$ cat src/rtl/mtr_seq_pkg.sv
// Shared types, widths and the duty saturation helper for the motor command sequencer.
package mtr_seq_pkg;

  localparam int PWM_W = 11;
  localparam int CMD_W = 12;

  typedef enum logic [1:0] {
    IDLE    = 2'd0,
    RUN     = 2'd1,
    RAMP_DN = 2'd2,
    DEAD    = 2'd3
  } mtr_state_t;

  // |cmd| clamped to max_duty; the -2048 corner lands on max_duty as well
  function automatic logic [PWM_W-1:0] sat_mag(input logic [CMD_W-1:0] cmd,
                                               input logic [PWM_W-1:0] max_duty);
    logic [CMD_W-1:0] abs_v;
    abs_v = cmd[CMD_W-1] ? (~cmd + 12'd1) : cmd;
    if (abs_v > {1'b0, max_duty}) begin
      sat_mag = max_duty;
    end else begin
      sat_mag = abs_v[PWM_W-1:0];
    end
  endfunction

endpackage

$ cat src/rtl/mtr_seq_if.sv
// Command/drive bundle between balance controller (master) and sequencer (slave).
interface mtr_seq_if;
  import mtr_seq_pkg::*;

  logic             en;
  logic             fault;
  logic             cmd_vld;
  logic [CMD_W-1:0] lft_cmd;
  logic [CMD_W-1:0] rght_cmd;
  logic [PWM_W-1:0] lft_spd;
  logic             lft_rev;
  logic [PWM_W-1:0] rght_spd;
  logic             rght_rev;
  logic             busy;

  modport master (
    output en, fault, cmd_vld, lft_cmd, rght_cmd,
    input  lft_spd, lft_rev, rght_spd, rght_rev, busy
  );

  modport slave (
    input  en, fault, cmd_vld, lft_cmd, rght_cmd,
    output lft_spd, lft_rev, rght_spd, rght_rev, busy
  );

endinterface

$ cat src/rtl/mtr_seq_ch.sv
// One wheel channel: target latch, slew limiting and the reversal ramp-down/dead-time FSM.
module mtr_seq_ch import mtr_seq_pkg::*; #(
  parameter int unsigned STEP     = 64,
  parameter int unsigned DEAD_PER = 2,
  parameter int unsigned MAX_DUTY = 2047
) (
  input  logic             clk,
  input  logic             rst_n,
  input  logic             i_tick,
  input  logic             i_en,
  input  logic             i_fault,
  input  logic             i_cmd_vld,
  input  logic [CMD_W-1:0] i_cmd,
  output logic [PWM_W-1:0] o_spd,
  output logic             o_rev,
  output logic             o_busy
);

  localparam logic [1:0]       S_IDLE    = 2'(IDLE);
  localparam logic [1:0]       S_RUN     = 2'(RUN);
  localparam logic [1:0]       S_RAMP_DN = 2'(RAMP_DN);
  localparam logic [1:0]       S_DEAD    = 2'(DEAD);
  localparam logic [PWM_W-1:0] STEP_W    = 11'(STEP);
  localparam logic [PWM_W-1:0] MAX_W     = 11'(MAX_DUTY);
  localparam logic [3:0]       DEAD_W    = 4'(DEAD_PER);

  logic [CMD_W-1:0] r_tgt;
  logic [1:0]       r_state;
  logic [PWM_W-1:0] r_spd;
  logic             r_rev;
  logic [3:0]       r_dcnt;
  logic             r_busy;

  logic [PWM_W-1:0] w_mag;
  logic             w_tsgn;
  logic [PWM_W-1:0] w_slew;
  logic [1:0]       w_state_nxt;
  logic [PWM_W-1:0] w_spd_nxt;
  logic             w_rev_nxt;
  logic [3:0]       w_dcnt_nxt;

  // A zero command keeps the current direction so it can never start a reversal
  always_comb begin
    w_mag  = sat_mag(r_tgt, MAX_W);
    w_tsgn = (r_tgt != 12'd0) ? r_tgt[CMD_W-1] : r_rev;
    if (r_spd < w_mag) begin
      w_slew = ((w_mag - r_spd) > STEP_W) ? (r_spd + STEP_W) : w_mag;
    end else begin
      w_slew = ((r_spd - w_mag) > STEP_W) ? (r_spd - STEP_W) : w_mag;
    end
  end

  always_comb begin
    w_state_nxt = r_state;
    w_spd_nxt   = r_spd;
    w_rev_nxt   = r_rev;
    w_dcnt_nxt  = r_dcnt;
    if (i_fault || !i_en) begin
      w_state_nxt = S_IDLE;
      w_spd_nxt   = 11'd0;
    end else if (i_tick) begin
      case (r_state)
        S_IDLE: begin
          w_state_nxt = S_RUN;
          w_spd_nxt   = 11'd0;
        end
        S_RUN, S_RAMP_DN: begin
          if (w_tsgn == r_rev) begin
            w_state_nxt = S_RUN;
            w_spd_nxt   = w_slew;
          end else if (r_spd > STEP_W) begin
            w_state_nxt = S_RAMP_DN;
            w_spd_nxt   = r_spd - STEP_W;
          end else begin
            w_state_nxt = S_DEAD;
            w_spd_nxt   = 11'd0;
            w_dcnt_nxt  = DEAD_W;
          end
        end
        S_DEAD: begin
          w_spd_nxt = 11'd0;
          if (r_dcnt <= 4'd1) begin
            w_state_nxt = S_RUN;
            w_rev_nxt   = w_tsgn;
            w_dcnt_nxt  = 4'd0;
          end else begin
            w_dcnt_nxt  = r_dcnt - 4'd1;
          end
        end
        default: begin
          w_state_nxt = S_IDLE;
          w_spd_nxt   = 11'd0;
        end
      endcase
    end else begin
      w_state_nxt = r_state;
    end
  end

  always_ff @(posedge clk or negedge rst_n) begin
    if (!rst_n) begin
      r_tgt   <= 12'd0;
      r_state <= S_IDLE;
      r_spd   <= 11'd0;
      r_rev   <= 1'b0;
      r_dcnt  <= 4'd0;
      r_busy  <= 1'b0;
    end else begin
      if (i_cmd_vld) begin
        r_tgt <= i_cmd;
      end
      r_state <= w_state_nxt;
      r_spd   <= w_spd_nxt;
      r_rev   <= w_rev_nxt;
      r_dcnt  <= w_dcnt_nxt;
      r_busy  <= (w_state_nxt == S_RAMP_DN) || (w_state_nxt == S_DEAD);
    end
  end

  assign o_spd  = r_spd;
  assign o_rev  = r_rev;
  assign o_busy = r_busy;

endmodule

$ cat src/rtl/mtr_seq.sv
// Motor command sequencer top: PWM-period counter shared by two independent wheel channels.
module mtr_seq import mtr_seq_pkg::*; #(
  parameter int unsigned STEP     = 64,
  parameter int unsigned DEAD_PER = 2,
  parameter int unsigned MAX_DUTY = 2047
) (
  input logic        clk,
  input logic        rst_n,
  mtr_seq_if.slave   bus
);

  logic [PWM_W-1:0] r_cnt;
  logic             w_tick;
  logic             w_lft_busy;
  logic             w_rght_busy;

  // Updates land on the last clock of the period so new duty is seen from cnt == 0
  always_ff @(posedge clk or negedge rst_n) begin
    if (!rst_n) begin
      r_cnt <= 11'd0;
    end else begin
      r_cnt <= r_cnt + 11'd1;
    end
  end

  assign w_tick = (r_cnt == 11'd2047);

  mtr_seq_ch #(.STEP(STEP), .DEAD_PER(DEAD_PER), .MAX_DUTY(MAX_DUTY)) u_lft (
    .clk       (clk),
    .rst_n     (rst_n),
    .i_tick    (w_tick),
    .i_en      (bus.en),
    .i_fault   (bus.fault),
    .i_cmd_vld (bus.cmd_vld),
    .i_cmd     (bus.lft_cmd),
    .o_spd     (bus.lft_spd),
    .o_rev     (bus.lft_rev),
    .o_busy    (w_lft_busy)
  );

  mtr_seq_ch #(.STEP(STEP), .DEAD_PER(DEAD_PER), .MAX_DUTY(MAX_DUTY)) u_rght (
    .clk       (clk),
    .rst_n     (rst_n),
    .i_tick    (w_tick),
    .i_en      (bus.en),
    .i_fault   (bus.fault),
    .i_cmd_vld (bus.cmd_vld),
    .i_cmd     (bus.rght_cmd),
    .o_spd     (bus.rght_spd),
    .o_rev     (bus.rght_rev),
    .o_busy    (w_rght_busy)
  );

  assign bus.busy = w_lft_busy | w_rght_busy;

endmodule

$ cat src/flat_wrapper.sv
// flat-port wrapper written by rule: the top's interface ports become plain ports
module mtr_seq_flat import mtr_seq_pkg::*;
#(
  parameter int unsigned STEP     = 64,
  parameter int unsigned DEAD_PER = 2,
  parameter int unsigned MAX_DUTY = 2047
)
  (clk, rst_n, bus_en, bus_fault, bus_cmd_vld, bus_lft_cmd, bus_rght_cmd, bus_lft_spd, bus_lft_rev, bus_rght_spd, bus_rght_rev, bus_busy);
  mtr_seq_if bus_i ();
  input logic clk;
  input logic rst_n;
  input wire logic [$bits(bus_i.en)-1:0] bus_en;
  input wire logic [$bits(bus_i.fault)-1:0] bus_fault;
  input wire logic [$bits(bus_i.cmd_vld)-1:0] bus_cmd_vld;
  input wire logic [$bits(bus_i.lft_cmd)-1:0] bus_lft_cmd;
  input wire logic [$bits(bus_i.rght_cmd)-1:0] bus_rght_cmd;
  output wire logic [$bits(bus_i.lft_spd)-1:0] bus_lft_spd;
  output wire logic [$bits(bus_i.lft_rev)-1:0] bus_lft_rev;
  output wire logic [$bits(bus_i.rght_spd)-1:0] bus_rght_spd;
  output wire logic [$bits(bus_i.rght_rev)-1:0] bus_rght_rev;
  output wire logic [$bits(bus_i.busy)-1:0] bus_busy;
  assign bus_i.en = bus_en;
  assign bus_i.fault = bus_fault;
  assign bus_i.cmd_vld = bus_cmd_vld;
  assign bus_i.lft_cmd = bus_lft_cmd;
  assign bus_i.rght_cmd = bus_rght_cmd;
  assign bus_lft_spd = bus_i.lft_spd;
  assign bus_lft_rev = bus_i.lft_rev;
  assign bus_rght_spd = bus_i.rght_spd;
  assign bus_rght_rev = bus_i.rght_rev;
  assign bus_busy = bus_i.busy;
  mtr_seq #(.STEP(STEP), .DEAD_PER(DEAD_PER), .MAX_DUTY(MAX_DUTY)) u_core (.clk(clk), .rst_n(rst_n), .bus(bus_i));
endmodule
$ cat config.mk
export PLATFORM = sky130hd
export DESIGN_NAME = mtr_seq_flat
export DESIGN_NICKNAME = d
export VERILOG_FILES = /design/src/rtl/mtr_seq_pkg.sv /design/src/rtl/mtr_seq_if.sv /design/src/rtl/mtr_seq_ch.sv /design/src/rtl/mtr_seq.sv /design/src/flat_wrapper.sv
export SDC_FILE = /design/constraint.sdc
export NUM_CORES = 1
export LEC_CHECK = 0
export BUFFER_PORTS_ARGS = -buffer_cell sky130_fd_sc_hd__buf_4
export CORE_UTILIZATION = 49
export DETAILED_ROUTE_END_ITERATION = 10
export PLACE_DENSITY = 0.67
export REMOVE_ABC_BUFFERS = 1
export SKIP_LAST_GASP = 1
export SLEW_MARGIN = 20
export SYNTH_ARGS = -nofsm -noshare
export SYNTH_HDL_FRONTEND = slang
export SYNTH_HIERARCHICAL = 1
export SYNTH_SLANG_ARGS = --single-unit
export TNS_END_PERCENT = 5
$ cat constraint.sdc
create_clock -name clk -period 6.6 [get_ports clk]
set_input_delay 0.33 -clock clk [delete_from_list [all_inputs] [get_ports clk]]
set_output_delay 0.33 -clock clk [all_outputs]
set_load 0.01 [all_outputs]
Yosys cells after proc, flatten, opt, wreduce, memory -nomap -nowiden --
Cells that the tools add are included. Widths: inputs -> output; s select.
Storage, ports and cells: bits of input ports 29, flip-flop bits (word level) 73
Cells by class: bitwise logic cells 4, order comparisons 12, $add $sub $neg 13, equal/unequal tests 17, multiplexer cells 42, reductions and logical operators 19
Operators with widths (count):
- $mux 11 | 16
- $gt 11x7->1 const B | 6
- $pmux 11 s2 | 2
- $sub 11x11->11 | 4
- $add 12x1->12 const B | 2
- $gt 12x11->1 const B | 2
- $mux 12 | 2
- $mux 4 | 6
- $not 12->12 | 2
- $reduce_bool 12->1 | 2
- $add 11x7->11 const B | 2
- $lt 11x11->1 | 2
- $sub 11x7->11 const B | 2
- $eq 2x2->1 const B | 8
- $mux 2 | 8
- $pmux 4 s2 | 2
- $pmux 2 s3 | 2
- $add 11x1->11 const B | 1
- $eq 11x11->1 const B | 1
- $reduce_and 5->1 | 2
- $le 4x1->1 const B | 2
- $ne 2x2->1 const B | 4
- $reduce_and 4->1 | 2
- $reduce_or 2->1 | 4
- other kinds (10) | 21

Depth between registers and ports, before layout --
Gate-level depths: netlist of run 1.
word-level depth 13, gate-level depth with buffers 19

By module --
Netlist of run 1, hierarchy kept.
By module, submodules not included:
- mtr_seq_ch at u_core.u_lft | cells each 386, seq. area each 775.7 µm², area an instance 3206.8 µm², instances 1
- mtr_seq_ch at u_core.u_rght | cells each 377, seq. area each 775.7 µm², area an instance 3181.8 µm², instances 1
- mtr_seq | cells each 40, seq. area each 275.3 µm², area an instance 484.2 µm², instances 1

Least setup slack after synthesis of run 1 --
Ideal clock, no wire load.
kind flip-flop to flip-flop, from register u_core.u_lft.r_tgt[3], to register u_core.u_lft.r_spd[6] (netlist: u_core/u_lft/o_spd[6]), data arrival time 4.095 ns, slack 2.419 ns, clock period less this slack 4.181 ns, data required time 6.513 ns, cell stages (with the launch flop) 19, path buffers 2, path through dfrtp_1 nor4_2 nand2_1 or4b_1 clkbuf_1 nand2_1 nor2_1 a31oi_1 ha_1 buf_4 nand4_1 nor2b_1 o31a_1 a2111oi_2 a21oi_1 a211o_2 mux2_4 or4_1 o211ai_1
Between the ends: word-level cells in the longest chain between the ends 13
Ends and longest elaborated chain:
- start, declared | RTL line mtr_seq_ch.sv:27 | logic [CMD_W-1:0] r_tgt;
- start signal, assigned | RTL line mtr_seq_ch.sv:110 | r_tgt <= i_cmd;
- $not 12->12 | RTL line mtr_seq_pkg.sv:18 | abs_v = cmd[CMD_W-1] ? (~cmd + 12'd1) : cmd;
- $add 12x1->12 | RTL line mtr_seq_pkg.sv:18
- $mux 12 | RTL line mtr_seq_pkg.sv:18
- $gt 12x11->1 | RTL line mtr_seq_pkg.sv:19 | if (abs_v > {1'b0, max_duty}) begin
- $mux 11 | RTL line mtr_seq_pkg.sv:19
- $sub 11x11->11 (on tied branches) | RTL line mtr_seq_ch.sv:49, mtr_seq_ch.sv:47
- $gt 11x7->1 (on tied branches) | RTL line mtr_seq_ch.sv:49, mtr_seq_ch.sv:47
- $mux 11 (on tied branches) | RTL line mtr_seq_ch.sv:49, mtr_seq_ch.sv:47
- $mux 11 | RTL line mtr_seq_ch.sv:46 | if (r_spd < w_mag) begin
- $mux 11 (*) | RTL line mtr_seq_ch.sv:68 | if (w_tsgn == r_rev) begin
- $pmux 11 s2 (*) | RTL line mtr_seq_ch.sv:62 | case (r_state)
- $mux 11 (*) | RTL line mtr_seq_ch.sv:61 | end else if (i_tick) begin
- $mux 11 (*) | RTL line mtr_seq_ch.sv:58 | if (i_fault || !i_en) begin
- end signal, assigned | RTL line mtr_seq_ch.sv:113 | r_spd <= w_spd_nxt;
- end, declared | RTL line mtr_seq_ch.sv:29 | logic [PWM_W-1:0] r_spd;
Every way passes the cells marked *; elsewhere a longest branch is shown, timed or not. The select of a mux whose other input is x is not followed. A chain may end at the register's enable or synchronous reset.

Worst setup path in the final report of run 1 --
Same ends and word-level chain as after synthesis.

==> run metrics, run 1 <==
post-synthesis sequential area ratio 0.2658; cell area after synthesis around 7000 um2; Setup-failing EPs final 0; via count between 6000 and 7000; crit end category register; Clock Skew 0.01123 ns; Highest Clock Rate around 220 MHz; grt ovf 0; Synth Flop Type dfrtp_1; Hold Vio Cnt, Final 0; Final Slew Violations 0; Reg2Reg Depth 15; core area roughly 13000 um2; min Tclk post-route around 4.6 ns; Port Buf Inserts 53; drt drc 0; Synth Register Bits 73; htree depth 3; Unique masters post-synth 99; register area ~1800 um2; clk root buf clkbuf_16; critical path class register to register; Synth Instances approximately 800; Max clock buf depth 2; antenna violations before repair 0; Initial Util 0.5109; Hold/Removal Path Class input port to async pin; Max-slew headroom 0.3759; Setup Fix Bufs, Post-CTS 0; ANT nets after route 0; pin count of the biggest net entering global routing 74; Pre-antenna DRT Iters 6; CP arrival 4.88 ns; Hold WS around 0.12 ns; cts repair resizes 0; Max VDD drop approximately 0.16 mV; Rows 42; HPWL Detailed ~13 mm; status completed; Final GP Congestion between 0.9 and 1; Inserted Diodes 0; CTS buffer count 9; Chip Width 120.4 um; Synth area leader dfrtp_1; footprint of the multi-input gates 4633 um2; Starting DRT DRC Count approximately 450; Yosys warnings 6; synth top area cells dfrtp_1 27%, ha_1 10%, nand2_1 4.2%, inv_1 3.7%, o21ai_0 3.5%; insertion delay to the later sink of the worst-skew pair about 0.33 ns; async set-or-reset flop fraction in the synthesized netlist 1.000; unrepaired setup endpoints after global routing false; crit-path max FO 10; final net count 930; Static Leak ~3.4 nW; global-route wire length before repair ~29 mm; EDFF count, synth 0; Syn Area/Cell around 8.6 um2; clk slew on worst S/H paths 0.06 ns; area grow syn2layout 10.65%; IO Count 54; GRT Overall Usage 0.2463; Power Density between 150 and 200 nW/um2; cts-stage hold buffer count 0; vias in the first global route between 5000 and 6000; number of fill cells in the layout around 1200; Worst Max-Slew Pin Slew between 0.9 and 1 ns; CTS tree done; crit share post-route 0.7021; final setup TNS 0 ns; Max-cap violations 0; WL per Instance 16.79 um; required time of the critical path 6.84 ns; drt total wl 17.18 mm; CTS sink cnt 73; Critical Path Source Type register; share of layout cells above drive strength 1 0.1641; Die Y around 120 um; vias per inst between 5 and 6; Synth top area share 0.2658; Die Area ~15000 um2
## cells in the mapped netlist (14+ instances only)
master and n:
a21oi_1 47, o21ai_0 48, nand3_1 21, o31ai_1 14, xor2_1 17, nand2_1 77
inv_1 67, dfrtp_1 73, ha_1 57, xnor2_1 17, nor2_1 48, nor3_1 31
mux2_2 21
## placed cells by master, fill, tap and decap left out, types with 7 or more instances in the layout
cell / Yosys / routed
and3_1: 9 / 9
nand2b_1: 10 / 10
ha_1: 57 / 57
dfrtp_1: 73 / 73
nand3_1: 21 / 21
and2_1: 8 / 8
clkbuf_16: 0 / 9
or3_1: 10 / 10
a22o_1: 7 / 7
nor3_1: 31 / 31
nand2_1: 77 / 77
o211ai_1: 12 / 12
mux2_2: 21 / 21
nor2_1: 48 / 48
o31ai_1: 14 / 14
o21ai_0: 48 / 48
a21o_1: 12 / 12
nand4_1: 7 / 7
mux2i_1: 12 / 12
a31oi_1: 9 / 9
inv_1: 67 / 67
a21oi_1: 47 / 47
xnor2_1: 17 / 17
nor2b_1: 11 / 11
buf_4: 3 / 53
xor2_1: 17 / 17
## area by class of cell
type	instances	area share
clock buffers	10	0.03011
clock inverters	6	0.005594
inverters	68	0.03356
multi-input cells	637	0.6092
flip-flops and latches	73	0.2402
well taps	176	0.02896
repair buffers	53	0.05232
## where the power goes
group	leakage, nW	internal (mW)	switching [mW]
Clock	0.129	0.255	0.192
Sequential	0.923	0.462	0.0272
Combinational	2.32	0.193	0.288
Total	3.37	0.910	0.507
## per-layer routing
layer	global-route usage	share of wire	wire (um)
met2	0.4404	0.50	8649
met3	0.03113	0.028	482
met1	0.3064	0.45	7706
met5	0	0	0
met4	0.07793	0.020	338
## cells by family after synthesis
family	count (synthesis)	share of synthesized area
and+or+nand+nor	287	0.2338
muxes	34	0.05407
buffers and inverters	93	0.06007
DFF	73	0.2658
adders and majority gates	59	0.1096
AOI/OAI and AO/OA	223	0.2334
xor gates and xnor gates	34	0.04333
## through the flow
stage | std cells | total power, mW | instance area, um2 | worst slack, ns | util
after floorplan | 778 | 0.8539 | 6715 | 2.425 | -
after global placement | 1007 | 0.9558 | 7333 | 2.168 | 0.5451
after detailed placement | 1007 | 0.9683 | 7333 | 2.031 | 0.5451
after CTS | 1023 | 1.424 | 7605 | 1.986 | 0.5653
after global routing | 1023 | 1.499 | 7605 | 1.622 | 0.5653
final | 1023 | 1.417 | 7605 | 1.966 | 0.5653
## flip-flops by register name (all words and copies together) (netlist names)
name                   count
u_core/u_lft/o_spd        11
u_core/u_lft/r_dcnt        4
u_core/u_lft/r_tgt        12
u_core/u_rght/r_dcnt       4
u_core/u_rght/r_state      2
u_core/u_rght/o_spd       11
u_core/u_lft/o_busy        1
u_core/u_rght/o_rev        1
u_core/u_lft/r_state       2
u_core/u_rght/r_tgt       12
u_core/u_lft/o_rev         1
u_core/u_rght/o_busy       1
u_core/r_cnt              11
## final timing paths
path / from / end / slack (ns)
max in group asynchronous: rst_n / u_core/u_rght/o_spd[8] / 5.85
min reg2reg: u_core/r_cnt[10] / u_core/r_cnt[10] / 0.46
min in group clk: bus_lft_cmd[1] / u_core/u_lft/r_tgt[1] / 0.20
max: u_core/u_lft/r_tgt[3] / u_core/u_lft/o_spd[6] / 1.97
min: rst_n / u_core/u_rght/o_spd[3] / 0.12
max reg2reg: u_core/u_lft/r_tgt[3] / u_core/u_lft/o_spd[6] / 1.97
## worst max-delay path: stages (launching register included)
cell,delay (ns)
dfrtp_1,0.42
nor4_2,0.34
nand2_1,0.17
or4b_1,0.66
o211ai_1,0.25
inv_1,0.13
fa_1,0.48
nor2b_4,0.15
o21a_1,0.11
nor2_1,0.05
xnor2_1,0.13
o41ai_2,0.49
nand4_2,0.22
mux2_4,0.36
or4_1,0.48
o211ai_1,0.10
Note: power is estimated with default switching activity, not from simulation.
==> run 2: changes to the inputs <==
==> constraint.sdc (replaced) <==
create_clock -name clk -period 4.8 [get_ports clk]
set_input_delay 0.24 -clock clk [delete_from_list [all_inputs] [get_ports clk]]
set_output_delay 0.24 -clock clk [all_outputs]
set_load 0.01 [all_outputs]
==> run 2 against run 1 <==
  * Critical path depth down 1
  * Final area grew 1.4%
  * Non-clock buffer count increased by 3
  * Hold slack got worse by 0.086 ns
  * Die area is the same
  * Core utilization is 0.77 points higher
  * Maximum frequency rose by 3.4%
  * Sequential share of layout area fell by 0.32 points
  * Sequential cell count unchanged
  * Clock skew is 0.0040 ns lower
  * Critical endpoint unchanged
  * Highest routed layer unchanged
==> run metrics, run 2 (same netlist as run 1, synthesis figures left out) <==
status completed; CTS buffer count 9 (unchanged); Die Y 120.4 um (unchanged); Setup-failing EPs final 0 (unchanged); vias per inst 6.046 (+0.78%); sw power 0.6827 mW (+35%); WL per Instance 16.95 um (+0.97%); Clock Skew 0.007242 ns (-0.003990 ns); final setup TNS 0 ns (unchanged); core area 13450 um2 (unchanged); Power Density 267.8 nW/um2 (+44%); drt total wl 17.36 mm (+1.1%); Chip Width 120.4 um (unchanged); Pre-antenna DRT Iters 5 (-1); Hold/Removal Path Class input port to async pin; Sw Share 0.3308 (-0.02693); Rows 42 (unchanged); min Tclk post-route 4.480 ns (-0.1537 ns); Inserted Diodes 0 (unchanged); insertion delay to the later sink of the worst-skew pair 0.33 ns (about the same); most common cell after layout, fill and taps aside nand2_1; crit share post-route 0.9333 (+0.2313); grt ovf 0 (unchanged); Final GP Congestion 0.9220 (-0.96%); Total Power 2.064 mW (+46%); cts-stage hold buffer count 0 (unchanged); clock share of power 0.350 (+0.034); required time of the critical path 5.04 ns (-1.80 ns); Max VDD drop 0.1644 mV (+4.4%); Die Area 14500 um2 (unchanged); largest registers u_core/u_lft/r_tgt x12, u_core/u_rght/r_tgt x12; Gate power share 0.325 (-0.014); Max-cap violations 0 (unchanged); Max clock buf depth 2 (unchanged); DP Area 7348 um2 (+0.20%); Starting DRT DRC Count 363 (-20%); drt drc 0 (unchanged); Critical Path Source Type register; ANT nets after route 0 (unchanged); placed insts 1009 (+0.20%); final net count 933 (+0.32%); most frequent cells in the layout 77 x nand2_1, 73 x dfrtp_1, 67 x inv_1, 57 x ha_1, 55 x buf_4; IO Count 54 (unchanged); CTS sink cnt 73 (unchanged); GRT Overall Usage 0.2467 (+0.0004106); CTS tree done; clk slew on worst S/H paths 0.06 ns (about the same); Static Leak 3.422 nW (+1.5%); antenna violations before repair 0 (unchanged); crit-path max FO 10 (unchanged); vias in the first global route 5958 (+1.1%); Worst Max-Slew Pin Slew 0.9522 ns (+0.01603 ns); Initial Util 0.5109 (unchanged); part of the power in registers 0.325 (-0.020); Int Pwr 1.381 mW (+52%); critical path class register to register; global-route wire length before repair 28.76 mm (+0.34%); Final Slew Violations 0 (unchanged); Highest Clock Rate 223.2 MHz (+3.4%); number of fill cells in the layout 1214 (-0.65%); Finished Layout Cells 1024 (+0.098%); clk root buf clkbuf_16; Port Buf Inserts 53 (unchanged); Hold WS 0.03424 ns (-0.08554 ns); HPWL Detailed 13.14 mm (+0.61%); via count 6191 (+0.88%); htree depth 3 (unchanged); post-layout instance area 7709 um2 (+1.4%); Hold Vio Cnt, Final 0 (unchanged); pin count of the biggest net entering global routing 74 (unchanged); area grow syn2layout 12.16%; crit end category register; CP arrival 4.72 ns (-0.16 ns); share of layout cells above drive strength 1 0.1698 (+0.005703); Max-slew headroom 0.3652 (-0.01069)
-- run 2: cell types whose count changed in the layout (fill, tap and decap cells not counted), sizes merged --
cell | previous run | this run
buf | 53 | 56
bufinv | 0 | 2
clkbuf | 10 | 11
clkinv | 3 | 1
clkinvlp | 2 | 0
inv | 69 | 68
-- run 2: repair_timing --
action	CTS	global route
buffers inserted	0	1
resized for setup	0	4
setup endpoints to repair	0	10
-- run 2: per-layer routing --
metal / vias up / track usage / part of all wire
met5: - / 0 / 0
met4: 0 / 0.07870 / 0.017
met3: 22 / 0.02689 / 0.034
met2: 160 / 0.4379 / 0.51
met1: 3016 / 0.3120 / 0.44
li1: 2993 / - / -
-- run 2: critical path, stage by stage (launching register included) --
cell and delay, ns:
dfrtp_1 0.43, nor4_4 0.31, nand2_1 0.17, or4b_4 0.59, nand2_1 0.18, ha_1 0.37, and4b_1 0.24, nand4_1 0.15
nand3_1 0.11, xor2_1 0.17, o41ai_2 0.51, nand4_2 0.22, mux2_4 0.36, or4_1 0.48, o211ai_1 0.10
-- run 2: per-stage QoR --
| stage | worst slack, ns | util |
|---|---|---|
| CTS | 0.1451 | 0.5698 |
| global route | -0.01118 | 0.5730 |
| detailed placement | 0.2055 | 0.5462 |
| floorplan | 0.6254 | - |
| finish | 0.3199 | 0.5730 |
| global placement | 0.3703 | 0.5462 |
-- run 2: power by group through the flow --
stage / sequential, mW / combinational [mW] / clock (mW)
after global routing: 0.674 / 0.736 / 0.764
after detailed placement: 0.678 / 0.657 / 0
final: 0.671 / 0.671 / 0.722
after floorplan: 0.673 / 0.501 / 0
after global placement: 0.677 / 0.639 / 0
after CTS: 0.668 / 0.660 / 0.736
-- run 2: cell type report --
type	count	area, um2	area share
tap	176	220.2	0.02857
timing repair buffer	56	432.9	0.05616
clock buffer	11	252.7	0.03279
sequential	73	1827	0.2370
inverter	68	255.2	0.03311
multi-input combinational	637	4656	0.6040
clock inverter	3	65.06	0.008440
-- run 2: final timing paths --
kind,start,slack (ns),cells after the start,end
min reg2reg,u_core/r_cnt[10],0.48,1,u_core/r_cnt[10]
max in group asynchronous,rst_n,4.12,1,u_core/u_rght/r_dcnt[0]
max reg2reg,u_core/u_lft/r_tgt[3],0.32,14,u_core/u_lft/o_spd[6]
max,u_core/u_lft/r_tgt[3],0.32,14,u_core/u_lft/o_spd[6]
min in group clk,bus_rght_cmd[0],0.12,3,u_core/u_rght/r_tgt[0]
min,rst_n,0.03,1,u_core/u_rght/o_spd[4]
